--- config.mk ---
export PLATFORM = sky130hd
export DESIGN_NAME = adr_regfile_sb_flat
export DESIGN_NICKNAME = d
export VERILOG_FILES = /design/src/rtl/adr_regfile_sb_if.sv /design/src/rtl/adr_regfile_sb.sv /design/src/flat_wrapper.sv
export SDC_FILE = /design/constraint.sdc
export NUM_CORES = 2
export LEC_CHECK = 0
export CAP_MARGIN = 40
export CORE_MARGIN = 3
export CORE_UTILIZATION = 45
export DETAILED_ROUTE_END_ITERATION = 7
export PLACE_DENSITY_LB_ADDON = 0.08
export SLEW_MARGIN = 20
export SYNTH_ARGS = -nofsm -noshare
export SYNTH_HDL_FRONTEND = slang
export SYNTH_SLANG_ARGS = --single-unit
--- constraint.sdc ---
create_clock -name clk -period 53.9 [get_ports clk]
set_clock_uncertainty 0.2 [all_clocks]
set_input_delay 16.17 -clock clk [delete_from_list [all_inputs] [get_ports clk]]
set_output_delay 16.17 -clock clk [all_outputs]
set_load 0.05 [all_outputs]
--- src/rtl/adr_regfile_sb_if.sv ---
// Bus bundle for adr_regfile_sb: read ports, issue handshake, writeback port
// and busy count. The register file uses the slave side.
interface adr_regfile_sb_if #(
   parameter int XLEN  = 32,
   parameter int NREGS = 32,
   parameter int NREAD = 2
);
   localparam int AW = $clog2(NREGS);
   localparam int CW = $clog2(NREGS + 1);

   logic [NREAD*AW-1:0]   rd_addr_i;
   logic [NREAD*XLEN-1:0] rd_data_o;
   logic [NREAD-1:0]      rd_busy_o;
   logic                  iss_valid_i;
   logic [AW-1:0]         iss_addr_i;
   logic                  iss_ready_o;
   logic                  wr_en_i;
   logic [AW-1:0]         wr_addr_i;
   logic [XLEN-1:0]       wr_data_i;
   logic [CW-1:0]         busy_count_o;

   modport master (
      output rd_addr_i, iss_valid_i, iss_addr_i, wr_en_i, wr_addr_i, wr_data_i,
      input  rd_data_o, rd_busy_o, iss_ready_o, busy_count_o
   );

   modport slave (
      input  rd_addr_i, iss_valid_i, iss_addr_i, wr_en_i, wr_addr_i, wr_data_i,
      output rd_data_o, rd_busy_o, iss_ready_o, busy_count_o
   );
endinterface

--- src/rtl/adr_regfile_sb.sv ---
// Architectural register file with NREAD combinational read ports, one
// writeback port, optional write-to-read bypass and a busy-bit scoreboard.
module adr_regfile_sb #(
   parameter int XLEN   = 32,
   parameter int NREGS  = 32,
   parameter int NREAD  = 2,
   parameter int BYPASS = 1
) (
   input logic            clk,
   input logic            reset,
   adr_regfile_sb_if.slave bus
);
   localparam int AW = $clog2(NREGS);
   localparam int CW = $clog2(NREGS + 1);

   logic [XLEN-1:0]  regs_q [1:NREGS-1];
   logic [NREGS-1:1] busy_q;
   logic [NREGS-1:1] busy_d;
   logic [CW-1:0]    count_q;
   logic [CW-1:0]    count_d;
   logic             iss_ready_s;
   logic             iss_acc_s;

   function automatic logic busy_at(input logic [NREGS-1:1] v, input logic [AW-1:0] a);
      return (a == '0) ? 1'b0 : v[a];
   endfunction

   function automatic logic [CW-1:0] popcount(input logic [NREGS-1:1] v);
      logic [CW-1:0] c;
      c = '0;
      for (int i = 1; i < NREGS; i++) begin
         c = c + CW'(v[i]);
      end
      return c;
   endfunction

   // A writeback to the same register frees the slot in the same cycle.
   always_comb begin
      iss_ready_s = (bus.iss_addr_i == '0) || !busy_at(busy_q, bus.iss_addr_i) ||
                    (bus.wr_en_i && (bus.wr_addr_i == bus.iss_addr_i));
      iss_acc_s   = bus.iss_valid_i && iss_ready_s;
   end

   // Next busy vector: writeback clears, accepted issue sets (set wins).
   always_comb begin
      busy_d = busy_q;
      for (int i = 1; i < NREGS; i++) begin
         if (iss_acc_s && (bus.iss_addr_i == AW'(i))) begin
            busy_d[i] = 1'b1;
         end else if (bus.wr_en_i && (bus.wr_addr_i == AW'(i))) begin
            busy_d[i] = 1'b0;
         end else begin
            busy_d[i] = busy_q[i];
         end
      end
      count_d = popcount(busy_d);
   end

   always_ff @(posedge clk or posedge reset) begin
      if (reset) begin
         busy_q  <= '0;
         count_q <= '0;
      end else begin
         busy_q  <= busy_d;
         count_q <= count_d;
      end
   end

   always_ff @(posedge clk or posedge reset) begin
      if (reset) begin
         for (int i = 1; i < NREGS; i++) begin
            regs_q[i] <= '0;
         end
      end else begin
         for (int i = 1; i < NREGS; i++) begin
            if (bus.wr_en_i && (bus.wr_addr_i == AW'(i))) begin
               regs_q[i] <= bus.wr_data_i;
            end
         end
      end
   end

   // Read ports; busy clear-bypass applies even when data bypass is off.
   always_comb begin
      bus.rd_data_o = '0;
      bus.rd_busy_o = '0;
      for (int k = 0; k < NREAD; k++) begin
         logic [AW-1:0] a;
         logic          hit;
         a   = bus.rd_addr_i[k*AW +: AW];
         hit = bus.wr_en_i && (bus.wr_addr_i == a);
         if (a == '0) begin
            bus.rd_data_o[k*XLEN +: XLEN] = '0;
         end else if ((BYPASS != 0) && hit) begin
            bus.rd_data_o[k*XLEN +: XLEN] = bus.wr_data_i;
         end else begin
            bus.rd_data_o[k*XLEN +: XLEN] = regs_q[a];
         end
         bus.rd_busy_o[k] = busy_at(busy_q, a) && !hit;
      end
   end

   assign bus.iss_ready_o  = iss_ready_s;
   assign bus.busy_count_o = count_q;
endmodule

--- src/flat_wrapper.sv ---
// flat-port wrapper written by rule: the top's interface ports become plain ports
module adr_regfile_sb_flat 
#(
   parameter int XLEN   = 32,
   parameter int NREGS  = 32,
   parameter int NREAD  = 2,
   parameter int BYPASS = 1
)
  (clk, reset, bus_rd_addr_i, bus_iss_valid_i, bus_iss_addr_i, bus_wr_en_i, bus_wr_addr_i, bus_wr_data_i, bus_rd_data_o, bus_rd_busy_o, bus_iss_ready_o, bus_busy_count_o);
  adr_regfile_sb_if #(.XLEN(XLEN), .NREGS(NREGS), .NREAD(NREAD)) bus_i ();
  input logic clk;
  input logic reset;
  input wire logic [$bits(bus_i.rd_addr_i)-1:0] bus_rd_addr_i;
  input wire logic [$bits(bus_i.iss_valid_i)-1:0] bus_iss_valid_i;
  input wire logic [$bits(bus_i.iss_addr_i)-1:0] bus_iss_addr_i;
  input wire logic [$bits(bus_i.wr_en_i)-1:0] bus_wr_en_i;
  input wire logic [$bits(bus_i.wr_addr_i)-1:0] bus_wr_addr_i;
  input wire logic [$bits(bus_i.wr_data_i)-1:0] bus_wr_data_i;
  output wire logic [$bits(bus_i.rd_data_o)-1:0] bus_rd_data_o;
  output wire logic [$bits(bus_i.rd_busy_o)-1:0] bus_rd_busy_o;
  output wire logic [$bits(bus_i.iss_ready_o)-1:0] bus_iss_ready_o;
  output wire logic [$bits(bus_i.busy_count_o)-1:0] bus_busy_count_o;
  assign bus_i.rd_addr_i = bus_rd_addr_i;
  assign bus_i.iss_valid_i = bus_iss_valid_i;
  assign bus_i.iss_addr_i = bus_iss_addr_i;
  assign bus_i.wr_en_i = bus_wr_en_i;
  assign bus_i.wr_addr_i = bus_wr_addr_i;
  assign bus_i.wr_data_i = bus_wr_data_i;
  assign bus_rd_data_o = bus_i.rd_data_o;
  assign bus_rd_busy_o = bus_i.rd_busy_o;
  assign bus_iss_ready_o = bus_i.iss_ready_o;
  assign bus_busy_count_o = bus_i.busy_count_o;
  adr_regfile_sb #(.XLEN(XLEN), .NREGS(NREGS), .NREAD(NREAD), .BYPASS(BYPASS)) u_core (.clk(clk), .reset(reset), .bus(bus_i));
endmodule
### Word level (Yosys, flattened, before mapping)

Cells that the tools add are included.

* eq/ne operators: 65
* multiplexer cells: 81
* bitwise logic cells: 2
* reductions and logical operators: 76
* magnitude comparators: 5
* add/subtract/negate cells: 30

Operator list (number)
* 32-bit binary-select mux with 5-bit select: 2
* 32-bit 2-to-1 mux: 8
* 6-bit by 1-bit adder with 6-bit output: 29
* 5-bit equality test, second input constant: 32
* 5-bit by 4-bit equality test with 1-bit output, second input constant: 16
* 1-bit logical AND: 68
* 1-bit 2-to-1 mux: 68
* 5-bit by 3-bit equality test with 1-bit output, second input constant: 8
* 5-bit by 2-bit equality test with 1-bit output, second input constant: 4
* 5-bit by 6-bit < comparator with 1-bit output, second input constant: 3
* 1-bit binary-select mux with 5-bit select: 3
* 5-bit equality test: 3
* 5-bit logical NOT: 3
* 6-bit greater-or-equal comparator, second input constant: 2
* 5-bit inverter with 6-bit output: 2
* 5-bit by 1-bit equality test with 1-bit output, second input constant: 2
* 1-bit logical NOT: 3
* 1-bit by 1-bit adder with 2-bit output: 1
* 1-bit logical OR: 2

* bits of input ports: 56
* output and inout port bits: 73
* flip-flop bits (word level): 1029

### Depth between registers and ports, before layout

* depth in word-level cells: 39
* gate-level depth with buffers: 23

### Worst setup path before layout

Ideal clock, no wire load.

* path kind: input port to output port
* start point: in bus_rd_addr_i[2]
* end point: out bus_rd_data_o[28]
* arrival: 18.743 ns
* slack: 18.787 ns
* cell stages on the path: 9
* cell sequence: buf_2 inv_2 buf_4 buf_1 buf_1 nor2_1 nor2_1 o22ai_1 a211oi_1

* longest elaborated chain between the ends: 6
* elaborated cells between the ends (all ways): 9
* those cells by class: 1 x eq/ne; 5 x mux; 1 x bitwise; 2 x reduce/logical

Ends and longest elaborated chain
* start, declared: RTL line flat_wrapper.sv:13 `input wire logic [$bits(bus_i.rd_addr_i)-1:0] bus_rd_addr_i;`
* 5-bit inverter with 6-bit output (not written as such): RTL line adr_regfile_sb.sv:97 `bus.rd_data_o[k*XLEN +: XLEN] = regs_q[a];`
* 32-bit binary-select mux with 5-bit select: RTL line adr_regfile_sb.sv:97
* 32-bit 2-to-1 mux (not written as such) (2 in series): RTL line adr_regfile_sb.sv:97
* 32-bit 2-to-1 mux: RTL line adr_regfile_sb.sv:94 `end else if ((BYPASS != 0) && hit) begin`
* 32-bit 2-to-1 mux *: RTL line adr_regfile_sb.sv:92 `if (a == '0) begin`
* end, declared: RTL line flat_wrapper.sv:19 `output wire logic [$bits(bus_i.rd_data_o)-1:0] bus_rd_data_o;`

Mark *: on every way between the ends. The rest lies on a longest branch, timed or not. The select of a mux whose other input is x is not followed.

### Worst setup path after layout

* start point: in bus_rd_addr_i[5]
* end point: out bus_rd_data_o[55]

Same word-level chain as after synthesis.

==> results.txt <==
Status: complete, no violations
Die W: 362.5 um
Clock slew seen by the registers of the worst setup and hold paths: 0.07 ns
Final cycle utilization of the critical path: 0.6899
Top cells by count, synth: dfrtp_1 (1029), mux2_2 (797), mux4_2 (499)
Largest family of logic cells by synthesized area: multiplexers
Max Slew Vio Count: 0
Fin util: 0.5156
Routability cong.: 0.8619
Residual DRC: 0
Cell Rows: 130
Starting density of the core: 0.4543
Post-Synth Adder-Cell Area: 0.01002
Area of the core region: 125900 um^2
Fraction of synthesized area in multiplexers: 0.4171
Slowest cell on crit path: clkdlybuf4s50_1
Sequential Power Share: 0.397
Data arrival, critical path: 20.81 ns
Post-CTS Resized: 0
Post-synthesis compound-gate area fraction: 0.04990
WL met2: 92720 um
Depth of the worst register-to-register path: 20
Setup violations, final: 0
Worst Path Required: 37.53 ns
# clock sinks: 1029
Share of cells above drive strength 1: 0.4284
Synth Instances: 3942
Slew @ Worst Pin: 1.035 ns
GRT overflow: 0
DRT Pass-1 Iters: 5
#FFs+latches synth: 1029
Die H: 362.5 um
Largest cells by area after synthesis: dfrtp_1 (45%), mux4_2 (20%), mux2_2 (16%)
Hold-fix buffers, CTS: 0
Synth area leader: dfrtp_1
WP depth: 10
HP Class: register to register
Post-Route WL: 192600 um
Vias in the first global route: 40880
Worst slew margin: 0.3102
WL met3: 13160 um
Placed instance area: 60780 um^2
1st-iter DRT viols: 3669
M1 WL: 80280 um
Pwr Density: 40.55 nW/um^2
Worst setup path class: primary input to primary output
Clk buf depth: 3
Routed vias/inst: 6.657
Area share of and/or/nand/nor cells after synthesis: 0.03047
Crit-path max cell delay: 0.74 ns
Number of top-level pins: 129
First-pass GRT wire length: 283900 um
Num CTS Buffers: 118
H-tree levels: 3
RSZ-0062 raised after global routing: no
Clk Tree Root Cell: clkbuf_16
Bufs and invs on worst path: 5
Post-synth ARST share: 1.000
Via count: 37810
Nets: 4023
Yosys top cell area share: 0.4502
Hold depth: 1
Final hold vios: 0
Crit. End Element: primary output
Port Buffer Count: 128
Clock group share of total power: 0.314
Register area share after synthesis: 0.4502
Post-DRT Antenna Nets: 0
Uppermost layer routed: met5
Most used cell, CP: buf_4
LEAKAGE: 27.85 nW
Synth Flop Type: dfrtp_1
Sw Share: 0.3076
Biggest fanout along the worst timing path: 62
Post-Syn Area per Cell: 14.51 um^2
DIE AREA: 131400 um^2
Mapped cell area: 57200 um^2
Routed len/inst: 33.91 um
Max_cap viols: 0
Area grow syn2layout: 13.49%
Yosys Warn Count: 0
Crit start category: primary input
Post-synth EDFFs: 0
Unique masters post-synth: 67
CTS tree: yes
Synth Area in XOR/XNOR: 0.002756
Cell area after layout: 64910 um^2
CP top delay family: buffers and inverters
All-Layer GR Usage: 0.2948
NetSw: 809.6 uW
DPL Wire Length: 116300 um
TNS Setup: 0 ns
VDD IR max: 0.0002018 V
Post-CTS setup buffers: 0
CP Cell Sequence: buf_8 -> buf_4 -> buf_4 -> nor2b_4 -> buf_4 -> a22o_1 -> mux4_2 -> nor3_1 -> nor3_1 -> clkdlybuf4s50_1
Gate power share: 0.289
Most common cell in the netlist: dfrtp_1
Maximum number of pins on one net before global-route repair: 173
Initial antenna violation count: 3
Worst skew pair latency: 0.74 ns
Tmin final: 37.19 ns
Pint: 1.823 mW
Maximum clock frequency: 26.89 MHz
Net count of the mapped netlist: 4030
-- per-layer routing --
metal | vias up | GRT usage
met4 | 2 | 0.1007
met5 | - | 0.0003700
met1 | 20700 | 0.3974
met3 | 363 | 0.05695
li1 | 15230 | -
met2 | 1516 | 0.4804
-- placed cells by master (no fill, tap or decap), types with 16 or more instances in the layout --
cell	instances
a2111oi_0	23
a211oi_1	28
a221o_1	25
a221oi_1	29
a22o_1	21
a32o_1	24
and3_1	21
buf_12	18
buf_16	28
buf_4	109
buf_8	21
clkbuf_1	22
clkbuf_16	120
clkbuf_8	26
clkdlybuf4s50_1	118
clkinv_2	24
dfrtp_1	1029
fa_1	23
inv_1	40
mux2_1	261
mux2_2	797
mux2i_1	65
mux4_2	499
nand2_1	102
nand2_2	16
nor2_1	107
nor3_1	42
o21a_1	18
o21ai_0	51
o21ai_1	33
o22ai_1	50
-- area by class of cell --
class | count | area (um^2)
sequential | 1029 | 25750
timing repair buffer | 305 | 3551
antenna | 1 | 2.502
clock inverter | 46 | 529.3
fill | 10470 | 60980
tap | 1650 | 2064
inverter | 47 | 190.2
clock buffer | 168 | 3443
multi-input combinational | 2434 | 29380
-- power by group through the flow --
stage	sequential [mW]	combinational, mW	clock, mW
2_1_floorplan	1.02	0.580	0
3_3_place_gp	1.03	0.732	0
3_5_place_dp	1.05	0.762	0
4_1_cts	1.04	0.767	0.842
5_1_grt	1.06	0.834	0.875
6_report	1.05	0.760	0.826
-- per-stage QoR --
step                setup slack [ns]  cells  total power [mW]  hold slack [ns]
detailed placement             16.60   5457             1.816           0.2933
floorplan                      8.572   3942             1.603           0.2683
CTS                            16.60   5671             2.650           0.3082
finish                         16.72   5680             2.632           0.3071
global route                   16.48   5680             2.770           0.3176
global placement               16.62   5397             1.765           0.2787
-- final timing paths --
check | slack [ns] | start | endpoint
worst max-delay path | 16.72 | bus_rd_addr_i[5] | bus_rd_data_o[55]
worst min-delay path | 0.31 | u_core.regs_q[63] | u_core.regs_q[63]
worst max register to register | 46.97 | u_core.busy_q[26] | u_core.bus.busy_count_o[4]
worst min register to register | 0.31 | u_core.regs_q[63] | u_core.regs_q[63]
max in group asynchronous | 35.31 | reset | u_core.regs_q[720]
min in group asynchronous | 15.70 | reset | u_core.regs_q[2]
-- flip-flops by register name (all words and copies together) (netlist names) --
register                 flops
u_core.bus.busy_count_o      6
u_core.busy_q               31
u_core.regs_q              992
-- logic make-up after synthesis --
family                     Yosys count
AOI/OAI and AO/OA                  384
and+or+nand+nor                    376
muxes                             1624
xor gates and xnor gates            18
adders and majority gates           32
DFF                               1029
buffers and inverters              479
No activity file was read; power rests on OpenSTA's default activity.
==> variant, RTL diff (same settings) <==
`BYPASS` is set to 1 in 2 places; all go to 0.
--- a/src/rtl/adr_regfile_sb.sv
+++ b/src/rtl/adr_regfile_sb.sv
@@ -4,7 +4,7 @@
    parameter int XLEN   = 32,
    parameter int NREGS  = 32,
    parameter int NREAD  = 2,
-   parameter int BYPASS = 1
+   parameter int BYPASS = 0
 ) (
    input logic            clk,
    input logic            reset,
--- a/src/flat_wrapper.sv
+++ b/src/flat_wrapper.sv
@@ -4,7 +4,7 @@
    parameter int XLEN   = 32,
    parameter int NREGS  = 32,
    parameter int NREAD  = 2,
-   parameter int BYPASS = 1
+   parameter int BYPASS = 0
 )
   (clk, reset, bus_rd_addr_i, bus_iss_valid_i, bus_iss_addr_i, bus_wr_en_i, bus_wr_addr_i, bus_wr_data_i, bus_rd_data_o, bus_rd_busy_o, bus_iss_ready_o, bus_busy_count_o);
   adr_regfile_sb_if #(.XLEN(XLEN), .NREGS(NREGS), .NREAD(NREAD)) bus_i ();
Check against the original RTL: not settled (the Yosys comparison gave no result); the edit may change what the design does.
==> variant against the unedited design <==
Area after synthesis fell by 1.7%. Worst setup slack worse by 0.29 ns. Power increased by 3.4%. Count of clock-buffer cells in the layout stayed put. Sequential cell count stayed put. Design area is 0.76% lower. Sequential share of layout area is 0.30 points higher. Non-clock buffer count down 33. Wire length decreased by 11%.
==> variant: results (changes against the unedited design) <==
- Max Fanout on Critical Path: 75 (was 62)
- Share of cells above drive strength 1: 0.5886 (was 0.4284)
- Final nets: 3,569 (was 4,023)
- Starting DRC count in detailed routing: 2,455 (was 3,669)
- Power Internal: 1.901 mW (was 1.823 mW)
- Reg2Reg Launch Point: u_core.busy_q[8] (was u_core.busy_q[26])
- WHS: 0.3195 ns (was 0.3071 ns)
- Worst-path clk slew: 0.05 ns (was 0.07 ns)
- Combinational Power: 0.814 mW (was 0.760 mW)
- Compound-cell area share of the yosys netlist: 0.01953 (was 0.04990)
- Synth cell types: 49 (was 67)
- Initial antenna violation count: 2 (was 3)
- Leak: 27.50 nW (was 27.85 nW)
- Leading post-synthesis cells by cell area: dfrtp_1, mux4_2, mux2_2 (unchanged)
- CP arrival: 21.11 ns (was 20.81 ns)
- Fillers: 9,971 (was 10,470)
- Top reg by flops: u_core.regs_q (unchanged)
- Worst Max-Slew Pin Slew: 1.037 ns (was 1.035 ns)
- Footprint of the multi-input gates: 0.02882 sq mm (was 0.02938 sq mm)
- Vias per cell: 6.430 (was 6.657)
- WL/cell: 32.92 um (was 33.91 um)
- # diodes: 0 (was 1)
- Setup crit start: bus_rd_addr_i[6] (was bus_rd_addr_i[5])
- Mux cell area share after synthesis: 0.4653 (was 0.4171)
- DP HPWL: 100,800 um (was 116,300 um)
- Gpl congestion: 0.8259 (was 0.8619)
- Gr usage total: 0.2678 (was 0.2948)
- Clk_lat worst skew: 0.72 ns (was 0.74 ns)
- Total CTS buffers: 120 (was 118)
- Vias in the first global route: 36,920 (was 40,880)
- Register area share after synthesis: 0.4577 (was 0.4502)
- Post-synthesis xor/xnor area fraction: 0.002802 (was 0.002756)
- R2r endpoint: u_core.bus.busy_count_o[4] (unchanged)
- Yosys warnings: 0 (unchanged)
- Hold Crit Endpoint: u_core.regs_q[299] (was u_core.regs_q[63])
- Placed Area: 0.05999 sq mm (was 0.06078 sq mm)
- First-pass GRT wire length: 256,500 um (was 283,900 um)
- Pin count of the biggest net entering global routing: 196 (was 173)
- Most frequent cells after synthesis: mux2_2, dfrtp_1, mux4_2, clkbuf_1, buf_2 (was dfrtp_1, mux2_2, mux4_2, mux2_1, clkbuf_1)
- R2r setup slk: 47.12 ns (was 46.97 ns)
- Hold path startpoint: u_core.regs_q[299] (was u_core.regs_q[63])
- Outcome: completed (unchanged)
- Reg power frac: 0.384 (was 0.397)
- Setup repair bufs after CTS: 0 (unchanged)
## variant: cell count changes after synthesis, sizes merged, moves of 29 or more
cell	delta
nand2	-78
mux2	+68
o21ai	-76
nor2	-99
a22o	+44
mux4	+97
a221oi	-29
o22ai	-49
clkbuf	-35
mux2i	-62
nor3	-40
## variant: critical path, stage by stage
cell and delay (ns):
buf_8 0.48, buf_4 0.77, buf_4 0.41, buf_16 0.29, buf_4 0.70, mux2_2 0.41, nand2_1 0.07, o21ai_0 0.11
mux4_2 0.49, mux2_2 0.29, clkdlybuf4s50_1 0.81
## variant: how the worst max path moves through the flow
stage                                            end  slack (ns)  cells after the start
after CTS                          bus_rd_data_o[62]       16.30                     11
final                              bus_rd_data_o[62]       16.42                     11
after floorplan           u_core.bus.busy_count_o[0]        8.57                      1
after detailed placement           bus_rd_data_o[62]       16.30                     11
after global placement             bus_rd_data_o[62]       16.07                     10
after global routing               bus_rd_data_o[62]       16.18                     11
## variant: area by class of cell
type / instances / area share
clock buffers: 168 / 0.05335
clock inverters: 51 / 0.01167
inverters: 39 / 0.002389
multi-input cells: 2019 / 0.4474
flip-flops and latches: 1029 / 0.3997
well taps: 1637 / 0.03179
repair buffers: 272 / 0.05365
## variant: through the flow
stage               setup slack [ns]  std cells
CTS                            16.30       5205
floorplan                      8.572       3473
finish                         16.42       5215
detailed placement             16.30       4986
global placement               16.07       4915
global route                   16.18       5215
## variant: metal layers
layer / GRT usage / part of all wire
met4: 0.08056 / 0.033
met1: 0.3481 / 0.41
met3: 0.04426 / 0.047
met2: 0.4634 / 0.51
met5: 0 / 0.000076
